==> src/rtl/krz_map_pkg.sv <==
// rtl/krz_map_pkg.sv - shared krz SoC constants and UART receiver FSM encoding
package krz_map_pkg;

    localparam int UART_RX_DIV_MIN = 3;

    typedef enum logic [2:0] {
        RX_IDLE,
        RX_START,
        RX_DATA,
        RX_STOP,
        RX_BREAK
    } rx_state_e;

endpackage

==> src/rtl/krz_uart_rx_if.sv <==
// rtl/krz_uart_rx_if.sv - receive-byte pop interface between UART RX and bus wrapper
interface krz_uart_rx_if #(
    parameter int DEPTH = 4
) ();
    localparam int CW = $clog2(DEPTH) + 1;

    logic [7:0]    rd_data;
    logic          rd_valid;
    logic          rd_ready;
    logic [CW-1:0] fifo_count;

    modport master (output rd_data, output rd_valid, output fifo_count, input rd_ready);
    modport slave  (input rd_data, input rd_valid, input fifo_count, output rd_ready);
endinterface

==> src/rtl/krz_fifo_fwft.sv <==
// rtl/krz_fifo_fwft.sv - first-word-fall-through FIFO with occupancy count and drop strobe
module krz_fifo_fwft #(
    parameter int DEPTH = 4,
    parameter int W     = 8
) (
    input  logic                    clk,
    input  logic                    rstz,
    input  logic                    push,
    input  logic [W-1:0]            push_data,
    input  logic                    pop,
    output logic [W-1:0]            head,
    output logic                    valid,
    output logic [$clog2(DEPTH):0]  count,
    output logic                    drop
);
    localparam int AW = $clog2(DEPTH);
    localparam logic [AW:0] ONE  = (AW+1)'(1);
    localparam logic [AW:0] FULL = (AW+1)'(DEPTH);

    logic [W-1:0] mem [DEPTH];
    logic [AW:0]  wptr;
    logic [AW:0]  rptr;
    logic         do_pop;
    logic         do_push;

    // A pop in the same cycle frees the slot, so a full FIFO still accepts the push.
    assign do_pop  = pop && (count != '0);
    assign do_push = push && ((count != FULL) || do_pop);
    assign drop    = push && !do_push;
    assign valid   = (count != '0);
    assign head    = valid ? mem[rptr[AW-1:0]] : '0;

    always_ff @(posedge clk or negedge rstz) begin
        if (!rstz) begin
            wptr  <= '0;
            rptr  <= '0;
            count <= '0;
        end else begin
            if (do_push) wptr <= wptr + ONE;
            if (do_pop)  rptr <= rptr + ONE;
            if (do_push && !do_pop)
                count <= count + ONE;
            else if (do_pop && !do_push)
                count <= count - ONE;
        end
    end

    always_ff @(posedge clk) begin
        if (do_push) mem[wptr[AW-1:0]] <= push_data;
    end

endmodule

==> src/rtl/krz_uart_rx.sv <==
// rtl/krz_uart_rx.sv - 8N1 UART receiver with runtime divider and FWFT byte buffer
module krz_uart_rx
    import krz_map_pkg::*;
#(
    parameter int DEPTH = 4,
    parameter int DIVW  = 16
) (
    input  logic             clk,
    input  logic             rstz,
    input  logic             rx,
    input  logic             cfg_en,
    input  logic [DIVW-1:0]  cfg_clk_div,
    krz_uart_rx_if.master    rd,
    output logic             frame_err,
    output logic             overrun
);
    localparam logic [DIVW-1:0] DIV_MIN = DIVW'(UART_RX_DIV_MIN);

    logic            sync1;
    logic            rxs;
    rx_state_e       state, state_n;
    logic [DIVW-1:0] cnt, cnt_n;
    logic [2:0]      bitidx, bitidx_n;
    logic [7:0]      shreg, shreg_n;
    logic [DIVW-1:0] div;
    logic [DIVW-1:0] half;
    logic            tick;
    logic            push;

    // Divider is re-read at every reload so a new rate applies from the next bit on.
    assign div  = (cfg_clk_div < DIV_MIN) ? DIV_MIN : cfg_clk_div;
    assign half = div >> 1;
    assign tick = (cnt == '0);

    always_ff @(posedge clk or negedge rstz) begin
        if (!rstz) begin
            sync1 <= 1'b1;
            rxs   <= 1'b1;
        end else begin
            sync1 <= rx;
            rxs   <= sync1;
        end
    end

    always_ff @(posedge clk or negedge rstz) begin
        if (!rstz) begin
            state  <= RX_IDLE;
            cnt    <= '0;
            bitidx <= '0;
            shreg  <= '0;
        end else begin
            state  <= state_n;
            cnt    <= cnt_n;
            bitidx <= bitidx_n;
            shreg  <= shreg_n;
        end
    end

    always_comb begin
        state_n   = state;
        cnt_n     = tick ? cnt : cnt - 1'b1;
        bitidx_n  = bitidx;
        shreg_n   = shreg;
        push      = 1'b0;
        frame_err = 1'b0;
        if (!cfg_en) begin
            state_n = RX_IDLE;
        end else begin
            case (state)
                RX_IDLE: begin
                    if (!rxs) begin
                        cnt_n   = half;
                        state_n = RX_START;
                    end
                end
                RX_START: begin
                    if (tick) begin
                        if (!rxs) begin
                            cnt_n    = div;
                            bitidx_n = '0;
                            state_n  = RX_DATA;
                        end else begin
                            state_n = RX_IDLE;
                        end
                    end
                end
                RX_DATA: begin
                    if (tick) begin
                        shreg_n  = {rxs, shreg[7:1]};
                        cnt_n    = div;
                        bitidx_n = bitidx + 3'd1;
                        if (bitidx == 3'd7) state_n = RX_STOP;
                    end
                end
                RX_STOP: begin
                    if (tick) begin
                        if (rxs) begin
                            push    = 1'b1;
                            state_n = RX_IDLE;
                        end else begin
                            frame_err = 1'b1;
                            state_n   = RX_BREAK;
                        end
                    end
                end
                RX_BREAK: begin
                    // Hold here while the line stays low so a break reports only once.
                    if (rxs) state_n = RX_IDLE;
                end
                default: state_n = RX_IDLE;
            endcase
        end
    end

    krz_fifo_fwft #(
        .DEPTH (DEPTH),
        .W     (8)
    ) u_fifo (
        .clk       (clk),
        .rstz      (rstz),
        .push      (push),
        .push_data (shreg),
        .pop       (rd.rd_ready),
        .head      (rd.rd_data),
        .valid     (rd.rd_valid),
        .count     (rd.fifo_count),
        .drop      (overrun)
    );

endmodule
==> src/flat_wrapper.sv <==
// flat-port wrapper written by rule: the top's interface ports become plain ports
module krz_uart_rx_flat import krz_map_pkg::*;
#(
    parameter int DEPTH = 4,
    parameter int DIVW  = 16
)
  (clk, rstz, rx, cfg_en, cfg_clk_div, frame_err, overrun, rd_rd_data, rd_rd_valid, rd_fifo_count, rd_rd_ready);
  krz_uart_rx_if #(.DEPTH(DEPTH)) rd_i ();
  input  logic clk;
  input  logic rstz;
  input  logic rx;
  input  logic cfg_en;
  input  logic [DIVW-1:0] cfg_clk_div;
  output logic frame_err;
  output logic overrun;
  output wire logic [$bits(rd_i.rd_data)-1:0] rd_rd_data;
  output wire logic [$bits(rd_i.rd_valid)-1:0] rd_rd_valid;
  output wire logic [$bits(rd_i.fifo_count)-1:0] rd_fifo_count;
  input wire logic [$bits(rd_i.rd_ready)-1:0] rd_rd_ready;
  assign rd_rd_data = rd_i.rd_data;
  assign rd_rd_valid = rd_i.rd_valid;
  assign rd_fifo_count = rd_i.fifo_count;
  assign rd_i.rd_ready = rd_rd_ready;
  krz_uart_rx #(.DEPTH(DEPTH), .DIVW(DIVW)) u_core (.clk(clk), .rstz(rstz), .rx(rx), .cfg_en(cfg_en), .cfg_clk_div(cfg_clk_div), .rd(rd_i), .frame_err(frame_err), .overrun(overrun));
endmodule
==> config.mk <==
export PLATFORM = sky130hd
export DESIGN_NAME = krz_uart_rx_flat
export DESIGN_NICKNAME = d
export VERILOG_FILES = /design/src/rtl/krz_map_pkg.sv /design/src/rtl/krz_uart_rx_if.sv /design/src/rtl/krz_fifo_fwft.sv /design/src/rtl/krz_uart_rx.sv /design/src/flat_wrapper.sv
export SDC_FILE = /design/constraint.sdc
export NUM_CORES = 1
export LEC_CHECK = 0
export CELL_PAD_IN_SITES_DETAIL_PLACEMENT = 0
export CELL_PAD_IN_SITES_GLOBAL_PLACEMENT = 1
export CORE_UTILIZATION = 46
export DETAILED_ROUTE_END_ITERATION = 8
export GPL_ROUTABILITY_DRIVEN = 0
export MAX_ROUTING_LAYER = met4
export PLACE_DENSITY = 0.9
export SLEW_MARGIN = 30
export SYNTH_ARGS = -nofsm -noshare
export SYNTH_HDL_FRONTEND = slang
export SYNTH_SLANG_ARGS = --single-unit
==> constraint.sdc <==
create_clock -name clk -period 4 [get_ports clk]
set_input_delay 0.8 -clock clk [delete_from_list [all_inputs] [get_ports clk]]
set_output_delay 0.8 -clock clk [all_outputs]
set_load 0.05 [all_outputs]
## Yosys cells after proc, flatten, opt, wreduce, memory -nomap -nowiden

Memory sizes are Yosys's and may differ from the RTL's.
Cells that the tools add are included.

- Reduce and logical (&&, ||, !) cells: 16
- Magnitude comparators: 1
- Mux-type cells: 35
- Equality and inequality tests: 15
- Add/sub/neg operators: 6

Operators with widths:

| kind | number |
|---|---|
| $mux W16 | 7 |
| $pmux W16 S3 | 1 |
| $mux W3 | 13 |
| $logic_not A16 Y1 | 1 |
| $lt A16 B2 Y1 const B | 1 |
| $sub A16 B1 Y16 const B | 1 |
| $ne A3 B2 Y1 const B | 5 |
| $pmux W3 S5 | 1 |
| $add A3 B1 Y3 const B | 4 |
| $mux W1 | 10 |
| $mux W8 | 1 |
| $eq A3 B2 Y1 const B | 2 |
| $eq A3 B3 Y1 const B | 2 |
| $ne A3 B3 Y1 const B | 2 |
| $pmux W3 S2 | 1 |
| $reduce_and A6 Y1 | 1 |
| $logic_and A1 B1 Y1 | 5 |
| $reduce_and A5 Y1 | 1 |
| $ne A2 B1 Y1 const B | 2 |
| $reduce_bool A2 Y1 | 2 |
| $eq A3 B1 Y1 const B | 1 |
| $logic_not A3 Y1 | 1 |
| $reduce_and A3 Y1 | 1 |
| $reduce_bool A3 Y1 | 1 |
| 5 further kinds | 6 |

- Flip-flop bits (word level): 41
- Bits in writable memories: 32
- Logic and storage cells: 83
- Bits of input ports: 21
- Memories kept: 1

Memory list:

| name | depth | bits a word | read ports | clocked after memory_dff | write ports | RTL line | RTL |
|---|---|---|---|---|---|---|---|
| u_core.u_fifo.mem | 4 | 8 | 1 | 0 | 1 | krz_fifo_fwft.sv:20 | `logic [W-1:0] mem [DEPTH];` |

## Logic depth before layout (Yosys ltp)

Gate-level depths: netlist of the first run.

- Depth in word-level cells: 9
- Mapped depth: 12
- Gate-level depth less buffers: 12

## Modules after synthesis

Synthesis of the first run repeated with hierarchy kept, for this count alone.

- Cell total of the unflattened synthesis: 360
- Area, all modules: 4075.2 um^2

Modules (own cells, without submodules):

| module | area each (um^2) | cells each | times used | sequential area each (um^2) |
|---|---|---|---|---|
| krz_uart_rx | 2426.1 | 273 | 1 | 803.3 |
| krz_fifo_fwft | 1649.1 | 87 | 1 | 1136.1 |

## Worst setup path before layout of the first run

Ideal clock, no wire load.

- Kind: flip-flop to output port
- Start point: reg u_core.cnt[11]
- End point: out frame_err
- Arrival time: 2.939 ns
- Path buffers: 3
- Cell stages (with the launch flop): 9
- Path slack: 0.261 ns
- Cells stage by stage: dfrtp_1 or3_4 or4_1 clkbuf_2 nor2_1 buf_4 buf_2 nand2_1 nor3_1

- Word-level cells in the longest chain between the ends: 4

Ends and longest elaborated chain:

| item | RTL line | RTL |
|---|---|---|
| start: declaration | krz_uart_rx.sv:22 | `logic [DIVW-1:0] cnt, cnt_n;` |
| start signal: assignment | krz_uart_rx.sv:53 | `cnt <= cnt_n;` |
| $logic_not A16 Y1 | krz_uart_rx.sv:33 | `assign tick = (cnt == '0);` |
| $mux W1 | krz_uart_rx.sv:96 | `if (tick) begin` |
| $mux W1 | krz_uart_rx.sv:69 | `case (state)` |
| $mux W1 | krz_uart_rx.sv:66 | `if (!cfg_en) begin` |
| end: declaration | flat_wrapper.sv:14 | `output logic frame_err;` |

Every way passes these cells.

## Final worst setup path of the first run

- Start point: reg u_core.cnt[0]
- End point: out frame_err

The elaborated chain is that of the path after synthesis.

==> run summary, run 1 <==
share of post-route cells with drive strength above 1: 12.89%
Clock Pin Slew Worst Setup and Hold Paths: 0.08 ns
largest net degree at the start of global routing: 40
initial antenna violation count: 0
leakage: 1.696 nW
synthesized area per cell: 10.96 um^2
number of global-route vias before repair: 2769
die area: 0.008759 mm^2
Main synth FF type: dfrtp_1
HP Class: reg -> reg
fin nets: 413
worst slew pin tran: 0.9801 ns
overall power: 2.442 mW
Clock Path Buffers: 2
DRC viols: 0
CTS resizes: 0
row count: 33
worst path arrival time: 2.84 ns
headroom to the max-slew limit: 34.15%
Worst Clk Skew: 0.008336 ns
Synth area leaders: edfxtp_1 25%, dfrtp_1 24%, mux4_2 4.7%, mux2_2 2.6%, a21oi_1 2.6%
Placed Cells: 477
Critical Path End Type: primary output
chip width: 93.59 um
flops & latches, synth: 71
DR iter-0 viols: 244
DRT Pass-1 Iters: 4
CTS root buffer: clkbuf_8
status: finished clean
Syn. warnings: 0
Worst Hold Launch: u_core.sync1
Max Slew Vio Count: 0
Post-Syn Instances: 352
CP startpoint kind: flop
Final period util: 91.12%
CTS sink cnt: 71
drt total wl: 8871 um
Starting Density: 47.20%
wire per inst: 17.99 um
Die H: 93.59 um
Max Clk Rate: 274.4 MHz
via count: 2980
CTS tree: done
library cells used by synthesis: 62
Critical Path Source: u_core.cnt[0]
FFs w/ async S/R, synth: 54.93%
first-pass GRT wire length: 14190 um
Worst-Skew Late Latency: 0.35 ns
dpl hpwl: 6440 um
total track usage: 22.68%
most frequent cells after synthesis: 37 x dfrtp_1, 32 x edfxtp_1, 25 x nor2_1
Vias per Instance: 6.045
# diodes: 0
endpoints failing setup: 0
Setup WS pre-CTS: 0.5895 ns
Power Density: 544.3 mW/mm^2
Fillers: 711
unrepaired setup endpoints after global routing: no
Final Hold Fails: 0
setup slack after layout: 0.3552 ns
maximum vdd drop: 0.2408 mV
Setup TNS: 0 ns
Max Fanout on Critical Path: 10
total CTS buffers: 9
Final Non-Filler Cells: 493
Max H-tree Level: 3
Core Box Area: 0.008175 mm^2
Post-Syn Nets: 382
PortBufs: 34
register area share after synthesis: 50.26%
most common cell in the netlist: dfrtp_1
CP required: 3.20 ns
EDFF count, synth: 32
cell taking the most area after synthesis: edfxtp_1
CTS Hold Bufs: 0
io pins: 35
synthesized area: 0.003859 mm^2
# Post-CTS Setup Buffers: 0
Layout area overhead: 16.25%
crit path kind: reg -> out
grt total ovfl: 0
max-cap check violation count: 0
DRT antenna net count: 0
worst reg2reg startpoint: u_core.cnt[0]
fin util: 54.87%
Yosys top cell area share: 24.90%
post-layout minimum cycle time: 3.645 ns
## cell families after synthesis
family / Yosys count / share of synthesized area [%]
AO/OA/AOI/OAI: 83 / 14.27
multiplexers: 20 / 8.074
buffers and inverters: 27 / 2.789
flip-flops: 71 / 50.26
AND/OR/NAND/NOR: 128 / 18.32
adder cells (fa/ha/maj): 9 / 3.113
XOR/XNOR: 14 / 3.178
## flip-flops by register name (all words and copies together), names as in the netlist
register,flops
u_core.state,3
u_core.u_fifo.wptr,2
u_core.sync1,1
u_core.rxs,1
u_core.u_fifo.mem,32
u_core.u_fifo.count,3
u_core.cnt,16
u_core.shreg,8
u_core.bitidx,3
u_core.u_fifo.rptr,2
## worst paths after layout
check / endpoint / slack, ns / cells after the start
max: frame_err / 0.36 / 8
min: u_core.rxs / 0.36 / 0
max reg2reg: u_core.u_fifo.count[2] / 0.60 / 12
min reg2reg: u_core.rxs / 0.36 / 0
max in group asynchronous: u_core.sync1 / 3.22 / 1
min in group asynchronous: u_core.cnt[9] / 0.42 / 1
## power by group
group / leakage, nW / switching, mW / internal [mW]
Clock: 0.0888 / 0.305 / 0.237
Combinational: 0.801 / 0.512 / 0.395
Sequential: 0.806 / 0.153 / 0.840
Total: 1.70 / 0.970 / 1.47
## layout by cell type, fill, tap and decap left out, types with 3 or more instances in the layout
cell type	Yosys	routed
a21oi_1	20	20
a32oi_1	3	3
buf_4	1	4
mux2i_1	3	3
a31oi_1	3	3
nor3_1	14	14
nor3b_1	3	3
clkdlybuf4s50_1	0	31
nand3_1	5	5
nor4_1	8	8
dfrtp_1	37	37
nand2b_1	3	3
xor2_1	5	5
o22ai_1	7	7
inv_6	0	3
o21ai_0	16	16
and3_1	3	3
nand2_1	24	24
or3_1	9	9
and2_1	15	15
edfxtp_1	32	32
xnor2_1	9	9
a22oi_1	6	6
nor2b_1	4	4
nor2_1	25	25
mux4_2	8	8
ha_1	8	8
inv_1	10	10
o31ai_1	4	4
or4_1	4	4
clkbuf_8	0	9
mux2_2	9	9
## critical path, cell delays in order (launching register included)
cell	delay, ns
dfrtp_1	0.39
inv_1	0.13
ha_1	0.21
nor3b_1	0.41
nand3_1	0.37
nor2_1	0.25
nand2_1	0.11
nor3_1	0.41
buf_12	0.20
## metal layers
layer  wire [um]  vias up  part of all wire (%)  GRT usage (%)
li1            -     1390                     -              -
met1        3974     1444                    45          30.51
met2        4089      129                    46          33.52
met3         603       17                   6.8          4.146
met4         203        0                   2.3          10.38
met5           0        -                     0              -
## final cells by class
| cell class | count | area [um^2] | share of cell area, % |
|---|---|---|---|
| clock buffers | 9 | 123.9 | 2.762 |
| clock inverters | 7 | 61.31 | 1.367 |
| inverters | 10 | 37.54 | 0.8368 |
| multi-input cells | 254 | 1812 | 40.39 |
| flip-flops and latches | 71 | 1939 | 43.24 |
| well taps | 105 | 131.4 | 2.929 |
| repair buffers | 37 | 380.4 | 8.480 |
## per-stage QoR
step	hold slack (ns)	cell area, um^2
3_5_place_dp	0.3469	4298
5_1_grt	0.3649	4486
4_1_cts	0.3595	4483
3_3_place_gp	0.3464	4298
2_1_floorplan	0.3452	3859
6_report	0.3594	4486
No activity file was read; power rests on OpenSTA's default activity.
==> run 2, diff against run 1 <==
--- a/config.mk
+++ b/config.mk
@@ -7,11 +7,11 @@
 export LEC_CHECK = 0
 export CELL_PAD_IN_SITES_DETAIL_PLACEMENT = 0
 export CELL_PAD_IN_SITES_GLOBAL_PLACEMENT = 1
-export CORE_UTILIZATION = 46
+export CORE_UTILIZATION = 42
 export DETAILED_ROUTE_END_ITERATION = 8
 export GPL_ROUTABILITY_DRIVEN = 0
 export MAX_ROUTING_LAYER = met4
-export PLACE_DENSITY = 0.9
+export PLACE_DENSITY = 0.87
 export SLEW_MARGIN = 30
 export SYNTH_ARGS = -nofsm -noshare
 export SYNTH_HDL_FRONTEND = slang
==> constraint.sdc (replaced) <==
create_clock -name clk -period 2.9 [get_ports clk]
set_input_delay 0.58 -clock clk [delete_from_list [all_inputs] [get_ports clk]]
set_output_delay 0.58 -clock clk [all_outputs]
set_load 0.05 [all_outputs]
==> run summary, run 2 (synthesis gave the netlist of run 1 again) <==
via count: 3130 (+5.0%)
status: finished, violations left
CTS Hold Bufs: 0 (unchanged)
number of global-route vias before repair: 3102 (+12%)
dpl hpwl: 6863 um (+6.6%)
Fillers: 736 (+3.5%)
CTS sink cnt: 71 (unchanged)
Max Slew Vio Count: 0 (unchanged)
chip width: 97.85 um (+4.6%)
Worst-Skew Late Latency: 0.36 ns (about the same)
Max Clk Rate: 347.2 MHz
unrepaired setup endpoints after global routing: yes
Clock Path Buffers: 2 (unchanged)
violated checks: design-rule violations
# diodes: 0 (unchanged)
overall power: 3.510 mW (+44%)
setup slack after layout: 0.01991 ns (-0.3353 ns)
DR iter-0 viols: 284 (+16%)
max FFs per register: 32 (unchanged)
max-cap check violation count: 0 (unchanged)
Worst Clk Skew: 0.01011 ns (+0.001774 ns)
met3 WL: 824 um (+37%)
M1 WL: 3988 um (+0.35%)
initial antenna violation count: 0 (unchanged)
Max Fanout on Critical Path: 5 (-5)
Layout area overhead: 23.90%
post-layout minimum cycle time: 2.880 ns
CTS root buffer: clkbuf_8
worst slew pin tran: 0.7009 ns (-0.2793 ns)
DRT antenna net count: 0 (unchanged)
total track usage: 21.36% (-1.3 points)
crit path kind: reg -> out
most frequent cells in the layout: 37 x dfrtp_1, 32 x edfxtp_1, 31 x buf_4, 24 x nor2_1, 23 x clkdlybuf4s50_1
Critical Path End Type: primary output
fin nets: 440 (+6.5%)
Placed Cells: 500 (+4.8%)
CP required: 2.32 ns (-0.88 ns)
fin util: 54.29% (-0.58 points)
headroom to the max-slew limit: 52.84% (+19 points)
Setup TNS: 0 ns (unchanged)
CP startpoint kind: flop
leading cell type in the layout, fill and taps excluded: dfrtp_1
wire per inst: 18.18 um (+1.0%)
leakage: 1.907 nW (+12%)
row count: 34 (+3.0%)
Clock Pin Slew Worst Setup and Hold Paths: 0.09 ns (about the same)
DRC viols: 8 (+8)
Final period util: 99.31%
HP Class: in -> async
Max H-tree Level: 3 (unchanged)
Final Hold Fails: 0 (unchanged)
share of post-route cells with drive strength above 1: 21.93% (+9.0 points)
DRT Pass-1 Iters: 9 (+5)
endpoints failing setup: 0 (unchanged)
worst path arrival time: 2.30 ns (-0.54 ns)
top routing layer in use: met4
Vias per Instance: 5.985 (-0.99%)
Power Density: 734.2 mW/mm^2 (+35%)
largest net degree at the start of global routing: 40 (unchanged)
grt total ovfl: 0 (unchanged)
total CTS buffers: 9 (unchanged)
first-pass GRT wire length: 15500 um (+9.3%)
drt total wl: 9507 um (+7.2%)
final hold slack: 0.1767 ns (-0.1827 ns)
CTS tree: done
final instance area: 0.004781 mm^2 (+6.6%)
io pins: 35 (unchanged)
Core Box Area: 0.008806 mm^2 (+7.7%)
Placement Cell Area: 0.004473 mm^2 (+4.1%)
metal2 WL: 4511 um (+10%)
PortBufs: 34 (unchanged)
die area: 0.009575 mm^2 (+9.3%)
Starting Density: 43.82% (-3.4 points)
Final Non-Filler Cells: 523 (+6.1%)
Setup WS pre-CTS: 0.01751 ns (-0.5720 ns)
maximum vdd drop: 0.3307 mV (+37%)
Die H: 97.85 um (+4.6%)
run 2: cell types whose count changed in the layout (fill, tap and decap cells not counted), moves of 3 or more:
cell             delta
buf_4              +27
clkdlybuf4s50_1     -8
dlygate4sd2_1       +7
inv_1               -3
inv_2               +3
run 2: critical path: stages (launching register included):
cell	delay [ns]
dfrtp_1	0.41
or3_4	0.43
or4_4	0.46
nor2_4	0.18
nand2_4	0.08
nor3_4	0.22
buf_12	0.16
run 2: per-layer routing:
metal	up-vias	track usage, %
met5	-	-
met4	0	8.858
met3	25	5.225
met2	159	33.10
met1	1494	26.78
li1	1452	-
run 2: power by group:
| part | switching, mW | leakage [nW] | internal, mW | total [mW] |
|---|---|---|---|---|
| clock | 0.447 | 0.101 | 0.340 | 0.786 |
| sequential | 0.166 | 0.806 | 1.16 | 1.33 |
| combinational | 0.814 | 0.999 | 0.585 | 1.40 |
| total | 1.43 | 1.91 | 2.08 | 3.51 |
run 2: final cells by class:
type | instances | area [um^2] | area share, %
sequential | 71 | 1939 | 40.57
tap | 108 | 135.1 | 2.826
timing repair buffer | 64 | 576.8 | 12.06
multi-input combinational | 254 | 1894 | 39.62
inverter | 10 | 37.54 | 0.7851
clock buffer | 9 | 123.9 | 2.591
clock inverter | 7 | 73.82 | 1.544
run 2: worst paths after layout:
| path | slack [ns] | depth (start not counted) | endpoint | from |
|---|---|---|---|---|
| min in group clk | 0.36 | 0 | u_core.rxs | u_core.sync1 |
| worst max register to register | 0.04 | 12 | u_core.u_fifo.count[2] | u_core.cnt[1] |
| max in group asynchronous | 2.36 | 1 | u_core.rxs | rstz |
| worst max-delay path | 0.02 | 6 | frame_err | u_core.cnt[11] |
| worst min register to register | 0.36 | 0 | u_core.rxs | u_core.sync1 |
| worst min-delay path | 0.18 | 1 | u_core.cnt[4] | rstz |
run 2: what timing repair did:
action | in CTS | in global routing
pin swaps | 0 | 7
buffers inserted | 0 | 7
setup endpoints to repair | 9 | 4
gates resized for setup | 11 | 13
==> run 3, diff against run 2 <==
--- a/config.mk
+++ b/config.mk
@@ -5,13 +5,16 @@
 export SDC_FILE = /design/constraint.sdc
 export NUM_CORES = 1
 export LEC_CHECK = 0
+export ABC_AREA = 1
 export CELL_PAD_IN_SITES_DETAIL_PLACEMENT = 0
 export CELL_PAD_IN_SITES_GLOBAL_PLACEMENT = 1
-export CORE_UTILIZATION = 42
+export CORE_ASPECT_RATIO = 1.25
+export CORE_MARGIN = 5
+export CORE_UTILIZATION = 40
 export DETAILED_ROUTE_END_ITERATION = 8
 export GPL_ROUTABILITY_DRIVEN = 0
 export MAX_ROUTING_LAYER = met4
-export PLACE_DENSITY = 0.87
+export PLACE_DENSITY = 0.86
 export SLEW_MARGIN = 30
 export SYNTH_ARGS = -nofsm -noshare
 export SYNTH_HDL_FRONTEND = slang
==> run summary, run 3 <==
status: finished clean
share of post-route cells with drive strength above 1: 16.91% (-5.0 points)
drt total wl: 9692 um (+1.9%)
Max Slew Vio Count: 0 (unchanged)
DRT Pass-1 Iters: 5 (-4)
Vias per Instance: 5.055 (-16%)
worst slew pin tran: 0.6272 ns (-0.07373 ns)
unrepaired setup endpoints after global routing: no
synthesized area per cell: 8.518 um^2 (-22%)
Fillers: 1003 (+36%)
crit path kind: reg -> out
post-layout minimum cycle time: 2.671 ns (-0.2094 ns)
simple-gate portion of the synthesized area: 30.45% (+12 points)
Placement Cell Area: 0.004728 mm^2 (+5.7%)
library cells used by synthesis: 44 (-29%)
largest family of logic cells by synthesized area: simple AND/OR/NAND/NOR gates
io pins: 35 (unchanged)
maximum vdd drop: 0.3670 mV (+11%)
Clock Path Buffers: 2 (unchanged)
CTS tree: done
largest net degree at the start of global routing: 40 (unchanged)
cell taking the most area after synthesis: edfxtp_1
headroom to the max-slew limit: 58.19% (+5.3 points)
Main synth FF type: dfrtp_1
Layout area overhead: 18.99%
Syn. warnings: 0 (unchanged)
leakage: 2.312 nW (+21%)
Core Box Area: 0.01046 mm^2 (+19%)
most common cell in the netlist: nand2_1
overall power: 4.707 mW (+34%)
Worst-Skew Late Latency: 0.33 ns (-0.03 ns)
CTS resizes: 0 (-11)
synthesized area: 0.004217 mm^2 (+9.3%)
via count: 3417 (+9.2%)
Die H: 124.8 um (+28%)
FFs w/ async S/R, synth: 54.93% (unchanged)
DR iter-0 viols: 160 (-44%)
DRT antenna net count: 0 (unchanged)
Post-Syn Instances: 495 (+41%)
PortBufs: 34 (unchanged)
setup slack after layout: 0.2293 ns (+0.2094 ns)
Max H-tree Level: 3 (unchanged)
Setup TNS: 0 ns (unchanged)
flops & latches, synth: 71 (unchanged)
chip width: 101.8 um (+4.1%)
total CTS buffers: 9 (unchanged)
number of global-route vias before repair: 3423 (+10%)
# Post-CTS Setup Buffers: 0 (unchanged)
worst path arrival time: 2.09 ns (-0.21 ns)
Placed Cells: 660 (+32%)
Clock Pin Slew Worst Setup and Hold Paths: 0.06 ns (-0.03 ns)
Power Density: 938.2 mW/mm^2 (+28%)
max-cap check violation count: 0 (unchanged)
Yosys top cell area share: 22.79% (-2.1 points)
grt total ovfl: 0 (unchanged)
first-pass GRT wire length: 16400 um (+5.8%)
Final period util: 92.09% (-7.2 points)
CTS Hold Bufs: 0 (unchanged)
fin nets: 569 (+29%)
initial antenna violation count: 0 (unchanged)
Critical Path End Type: primary output
most frequent cells in the layout: 108 x nand2_1, 73 x nor2_1, 40 x nand3_1, 39 x inv_1, 37 x dfrtp_1
Synth Area in Adders: 2.849% (-0.26 points)
Setup WS pre-CTS: 0.1808 ns (+0.1633 ns)
Post-Syn Nets: 525 (+37%)
leading cell type in the layout, fill and taps excluded: nand2_1
XOR/XNOR Fraction of Synth Area: 2.700% (-0.48 points)
multiplexer area fraction after synthesis: 2.760% (-5.3 points)
register area share after synthesis: 45.99% (-4.3 points)
wire per inst: 14.34 um (-21%)
EDFF count, synth: 32 (unchanged)
row count: 42 (+24%)
Worst Clk Skew: 0.008036 ns (-0.002074 ns)
most frequent cells after synthesis: 108 x nand2_1, 73 x nor2_1, 40 x nand3_1
r2r setup slk: 0.29 ns (+0.25 ns)
Synth area leaders: edfxtp_1 23%, dfrtp_1 22%, nand2_1 9.6%, nor2_1 6.5%, nand3_1 4.7%
# diodes: 0 (unchanged)
CP required: 2.32 ns (about the same)
max FFs per register: 32 (unchanged)
total track usage: 16.78% (-4.6 points)
Max Fanout on Critical Path: 8 (+3)
Compound-Gate Fraction of Synth Area: 9.228% (-5.0 points)
Final Non-Filler Cells: 676 (+29%)
CTS root buffer: clkbuf_16
dpl hpwl: 7335 um (+6.9%)
Final Hold Fails: 0 (unchanged)
endpoints failing setup: 0 (unchanged)
CTS sink cnt: 71 (unchanged)
final instance area: 0.005017 mm^2 (+4.9%)
Starting Density: 40.32% (-3.5 points)
CP startpoint kind: flop
die area: 0.01271 mm^2 (+33%)
HP Class: in -> async
Max Clk Rate: 374.4 MHz (+7.8%)
DRC viols: 0 (-8)
run 3: cell count changes after synthesis, moves of 10 or more:
cell | before | now
inv_1 | 10 | 39
o21ai_0 | 16 | 32
nand3_1 | 5 | 40
inv_2 | 0 | 10
and2_1 | 15 | 0
nand2_1 | 24 | 108
nor2_1 | 25 | 73
nor3_1 | 14 | 0
run 3: worst max-delay path, cell delays in order, from the launching register on:
cell and delay [ns]:
dfrtp_1 0.39, inv_1 0.10, ha_1 0.26, nand2_2 0.14, nor2_8 0.16, nand2_8 0.11, nor4_4 0.18, inv_1 0.06
nor2_1 0.18, buf_12 0.17
run 3: cell families after synthesis:
logic type	Yosys count
flops	71
fa+ha+maj	9
compound gates	70
mux	8
simple gates	262
buf+inv	62
xor+xnor	13
run 3: path summary, 6_finish.rpt:
check	startpoint	cells past startpoint	to
worst max-delay path	u_core.cnt[0]	9	overrun
worst min-delay path	rstz	1	u_core.cnt[5]
worst max register to register	u_core.cnt[0]	14	u_core.u_fifo.count[2]
worst min register to register	u_core.sync1	0	u_core.rxs
max in group asynchronous	rstz	1	u_core.rxs
min in group clk	u_core.sync1	0	u_core.rxs
run 3: cell type report:
cell class	instances	area [um^2]	share of cell area [%]
Multi-Input combinational cell	362	2023	40.32
Inverter	52	197.7	3.940
Sequential cell	71	1939	38.65
Timing Repair Buffer	43	405.4	8.080
Tap cell	132	165.2	3.292
Clock inverter	7	61.31	1.222
Clock buffer	9	225.2	4.489
run 3: through the flow:
stage          util, %  hold slack, ns
2_1_floorplan        -          0.2844
3_3_place_gp     45.21          0.3479
3_5_place_dp     45.21          0.3489
4_1_cts          47.95          0.3589
5_1_grt          47.98          0.2704
6_report         47.98          0.2244
run 3: layer usage:
metal  routed length (um)  vias up  GRT usage, %
li1                     -     1726             -
met1                 4020     1565         20.13
met2                 5000      105         27.85
met3                  437       21         2.969
met4                  233        0         6.409
met5                    0        -             -
run 3: where the power goes:
| group | internal (mW) | switching (mW) | leakage (nW) | total, mW |
|---|---|---|---|---|
| clock | 0.595 | 0.451 | 0.135 | 1.05 |
| combinational | 0.735 | 1.48 | 1.36 | 2.21 |
| sequential | 1.20 | 0.245 | 0.821 | 1.45 |
==> RTL change 1: new RTL, settings of run 2 <==
`DIVW` is set to 16 in 2 places; all go to 17.
--- a/src/rtl/krz_uart_rx.sv
+++ b/src/rtl/krz_uart_rx.sv
@@ -4,5 +4,5 @@
 #(
     parameter int DEPTH = 4,
-    parameter int DIVW  = 16
+    parameter int DIVW  = 17
 ) (
     input  logic             clk,
--- a/src/flat_wrapper.sv
+++ b/src/flat_wrapper.sv
@@ -3,5 +3,5 @@
 #(
     parameter int DEPTH = 4,
-    parameter int DIVW  = 16
+    parameter int DIVW  = 17
 )
   (clk, rstz, rx, cfg_en, cfg_clk_div, frame_err, overrun, rd_rd_data, rd_rd_valid, rd_fifo_count, rd_rd_ready);
Ports: changed (resized cfg_clk_div); port bits go from 35 to 36. No check against the original RTL was run, so the function may have changed too.
==> RTL change 1 against run 2 <==
  * Worst hold slack gained 0.012 ns
  * Critical path depth decreased by 2
  * Largest cell class unchanged
  * Register-to-register slack gained 0.17 ns
  * Routed wire length shrank 2.3%
  * Sequential cell count is 1 higher
  * Design area down 2.0%
  * Critical path type unchanged
  * Critical endpoint is now rd_rd_data[4]
  * Setup slack gained 0.050 ns
  * Synthesized cell count rose by 5.7%
  * Count of clock-buffer cells in the layout unchanged
  * Cell count increased by 1.3%
  * Sequential power is 4% higher
  * Total power is 1.6% lower
  * Area after synthesis up 1.3%
==> RTL change 1: results (changes against run 2) <==
VDD IR max = 343 µV (+3.6%)
Vias in the first global route = 3003 (-3.2%)
First-pass GRT wire length = 15300 µm (-1.1%)
Worst path arrival time = 2.25 ns (-0.05 ns)
Layout cells sized above 1 = 14.9% (-7.0 points)
CP max FO = 10 (+5)
Placed Instance Area = 4480 µm² (+0.14%)
Filler cells = 781 (+6.1%)
Antenna violations before repair = 0 (unchanged)
Synth async-reset ratio = 55.6% (+0.63 points)
Diodes inserted = 0 (unchanged)
TritonCTS buffer count = 9 (unchanged)
Met2 Usage GRT = 30.3% (-2.8 points)
Postcts setup bufs = 0 (unchanged)
Post-synth top cells = nand2_1, dfrtp_1, edfxtp_1
Synth warn = 0 (unchanged)
Clk_skew = 0.00984 ns (-0.000274 ns)
Worst skew pair latency = 0.35 ns
Number of unique standard cell types used by synthesis = 64 (+3.2%)
Final HPWL DP = 6620 µm (-3.6%)
Post-Place Cells = 514 (+2.8%)
H-tree level count = 3 (unchanged)
Worst hold path class = primary input to async pin
EDFF count, synth = 32 (unchanged)
Status = finished, final reports clean
Largest net degree at the start of global routing = 41 (+2.5%)
Clock Path Buffers = 2 (unchanged)
Largest register FFs = 32 (unchanged)
Logic pwr share = 38.3% (-1.5 points)
M3 GR Usage = 3.69% (-1.5 points)
Nets@finish = 449 (+2.0%)
Iter 0 DRT Violations = 196 (-31%)
Detailed Route WL = 9290 µm (-2.3%)
Port-buffer cells = 35 (+2.9%)
Vias = 3158 (+0.89%)
Sequential share of the synthesized area = 50.3% (about the same)
Pre-antenna DRT Iters = 7 (-2)
Switch share = 39.8% (-0.83 points)
Post-synthesis cell count = 372 (+5.7%)
Dominant synthesized flop cell = dfrtp_1
Slew HR = 61.0% (+8.2 points)
Clock root cell = clkbuf_8
Post-Layout Cell Count = 530 (+1.3%)
Clock transition at path regs = 0.09 ns (about the same)
Met1 usage = 29.6% (+2.8 points)
Internal cell power = 2.08 mW (-0.26%)
Pre-CTS WS = 0.153 ns (+0.135 ns)
Top post-synthesis cells by area = edfxtp_1, dfrtp_1, nand2_1
Clock Power = 0.750 mW (-4.6%)
Post-Syn Nets = 404 (+5.8%)
Total leakage power = 1.92 nW (+0.66%)
GR Util All Layers = 21.2% (-0.13 points)
[RTL change 1: cell types whose count changed after synthesis, sizes merged, moves of 4 or more]
cell and delta:
o21ai +4, or3 -8, nand3 +8, nand2 +30, mux2 -8
[RTL change 1: critical path, cell delays in order, from the launching register on]
cell	delay, ns
dfrtp_1	0.34
buf_4	0.22
mux4_2	0.50
and2_1	0.16
clkdlybuf4s50_1	0.69
[RTL change 1: cell families (layout without fill, tap and decap cells)]
logic type	count (synthesis)	after routing	share of synthesized area [%]
buffers and inverters	28	78	2.91
and+or+nand+nor	154	154	21.1
xor gates and xnor gates	18	18	4.03
DFF	72	72	50.3
muxes	11	11	5.41
adders and majority gates	10	10	3.39
AOI/OAI and AO/OA	79	79	12.9
[RTL change 1: cell type report]
cell class                 count  area [µm²]  area share [%]
inverter                       9        33.8           0.721
timing repair buffer          53         520            11.1
clock buffer                   9         124            2.64
tap                          108         135            2.88
sequential                    72        1960            41.9
clock inverter                 7        61.3            1.31
multi-input combinational    272        1850            39.4
[RTL change 1: routing by layer]
metal,share of wire [%],wire length (µm)
met3,8.7,812
met1,45,4150
met5,0,0
met2,44,4100
met4,2.4,223
[RTL change 1: final timing paths]
| path | start | to | slack, ns | cells past startpoint |
|---|---|---|---|---|
| setup / recovery | u_core.u_fifo.rptr[0] | rd_rd_data[4] | 0.07 | 4 |
| min in group clk | u_core.sync1 | u_core.rxs | 0.36 | 0 |
| hold / removal | rstz | u_core.cnt[1] | 0.19 | 1 |
| hold reg to reg | u_core.sync1 | u_core.rxs | 0.36 | 0 |
| setup reg to reg | u_core.cnt[0] | u_core.u_fifo.count[2] | 0.21 | 13 |
| max in group asynchronous | rstz | u_core.cnt[9] | 2.33 | 1 |
[RTL change 1: timing repair]
item,CTS,global route
gates resized for setup,0,7
endpoints found under the setup margin,0,7
hold buffers,0,0
==> RTL change 2: new RTL, config.mk and constraints of run 2 <==
Without the edit above. Put a register stage on the output `overrun`, cleared by the reset. The value now appears one clock later. The other outputs are not delayed to match.
--- a/src/rtl/krz_uart_rx.sv
+++ b/src/rtl/krz_uart_rx.sv
@@ -16,4 +16,6 @@
 );
     localparam logic [DIVW-1:0] DIV_MIN = DIVW'(UART_RX_DIV_MIN);
+
+    logic overrun_d;
 
     logic            sync1;
@@ -125,6 +127,14 @@
         .valid     (rd.rd_valid),
         .count     (rd.fifo_count),
-        .drop      (overrun)
+        .drop      (overrun_d)
     );
 
+    always_ff @(posedge clk or negedge rstz) begin
+        if (!rstz) begin
+            overrun <= '0;
+        end else begin
+            overrun <= overrun_d;
+        end
+    end
+
 endmodule
Check against the original RTL: no difference found for any inputs over 10 cycles, from zero or initial values and one cycle with rstz low; that may be too few to reach the edited logic, so the function may still have changed.
==> RTL change 2 against run 2 <==
  * The flow finishes with violations (setup timing)
  * Register-to-register slack got worse by 0.03 ns
  * First-iteration DRC count decreased by 36%
  * Setup slack got worse by 0.11 ns
  * Synthesized cell count decreased by 6.8%
  * Total power increased by 17%
  * Sequential cell count increased by 1
  * Count of clock-buffer cells in the layout unchanged
  * Global-route usage decreased by 0.67 points
  * Area after synthesis decreased by 2.6%
  * Design area decreased by 2.1%
  * Sequential share of layout area increased by 1.4 points
  * Routed wire length decreased by 7.7%
  * Via count decreased by 6.9%
  * Critical path type unchanged
  * Largest power group unchanged
  * Highest routed layer unchanged
==> RTL change 2: results (changes against run 2) <==
Status = finished with violations
Failing checks = setup timing
Post-synthesis cell count = 328 (-6.8%)
Largest net degree at the start of global routing = 41 (+2.5%)
Post-Place Cells = 477 (-4.6%)
Setup_tns = -0.0951 ns (-0.0951 ns)
Layout cells sized above 1 = 23.2% (+1.2 points)
CP peak stage delay = 0.59 ns (+0.13 ns)
Final HPWL DP = 6370 µm (-7.2%)
Final setup margin = -0.0951 ns (-0.115 ns)
Pre-antenna DRT Iters = 5 (-4)
GR Util All Layers = 20.7% (-0.67 points)
Routed met2 length = 4050 µm (-10%)
VDD IR max = 333 µV (+0.57%)
Post-synthesis mux area share = 7.85% (-0.22 points)
First-pass GRT wire length = 14800 µm (-4.6%)
CP max FO = 2 (-3)
Slew HR = 60.1% (+7.2 points)
Worst path arrival time = 2.42 ns (+0.12 ns)
Power density cells = 876 nW/µm² (+19%)
Top post-synthesis cells by area = edfxtp_1, dfrtp_1, mux4_2
Clk_skew = 0.0110 ns (+0.000893 ns)
Post-synthesis compound-gate area fraction = 13.5% (-0.79 points)
Worst R2R Path Depth = 9 (-3)
Filler cells = 739 (+0.41%)
Number of unique standard cell types used by synthesis = 58 (-6.5%)
Nets@finish = 422 (-4.1%)
Postcts setup bufs = 8 (+8)
Wire length per cell = 17.4 µm (-4.4%)
Post-Synth Adder-Cell Area = 3.19% (+0.082 points)
Met2 Usage GRT = 31.4% (-1.7 points)
Pre-CTS WS = 0.00557 ns (-0.0119 ns)
Resized Gates After CTS = 4 (-7)
M3 GR Usage = 3.83% (-1.4 points)
Endpoints failing setup = 1 (+1)
Post-synth top cells = dfrtp_1, edfxtp_1, nand2_1
## RTL change 2: final timing paths
| path | startpoint | end | slack (ns) |
|---|---|---|---|
| hold reg to reg | u_core.sync1 | u_core.rxs | 0.36 |
| max in group asynchronous | rstz | u_core.cnt[8] | 2.34 |
| setup reg to reg | u_core.cnt[13] | u_core.u_fifo.count[2] | 0.01 |
| min in group clk | u_core.sync1 | u_core.rxs | 0.36 |
| setup / recovery | u_core.cnt[13] | frame_err | -0.1 |
| hold / removal | rstz | u_core.state[2] | 0.20 |
## RTL change 2: where the power goes
| part | switching [mW] | total (mW) | internal [mW] |
|---|---|---|---|
| registers | 0.215 | 1.43 | 1.22 |
| logic | 1.06 | 1.93 | 0.867 |
| clock network | 0.409 | 0.737 | 0.328 |
## RTL change 2: area by class of cell
cell class | count | area share (%)
timing repair buffer | 69 | 13.5
multi-input combinational | 229 | 36.8
clock buffer | 9 | 2.65
inverter | 11 | 0.882
tap | 108 | 2.89
clock inverter | 7 | 1.34
sequential | 72 | 42.0
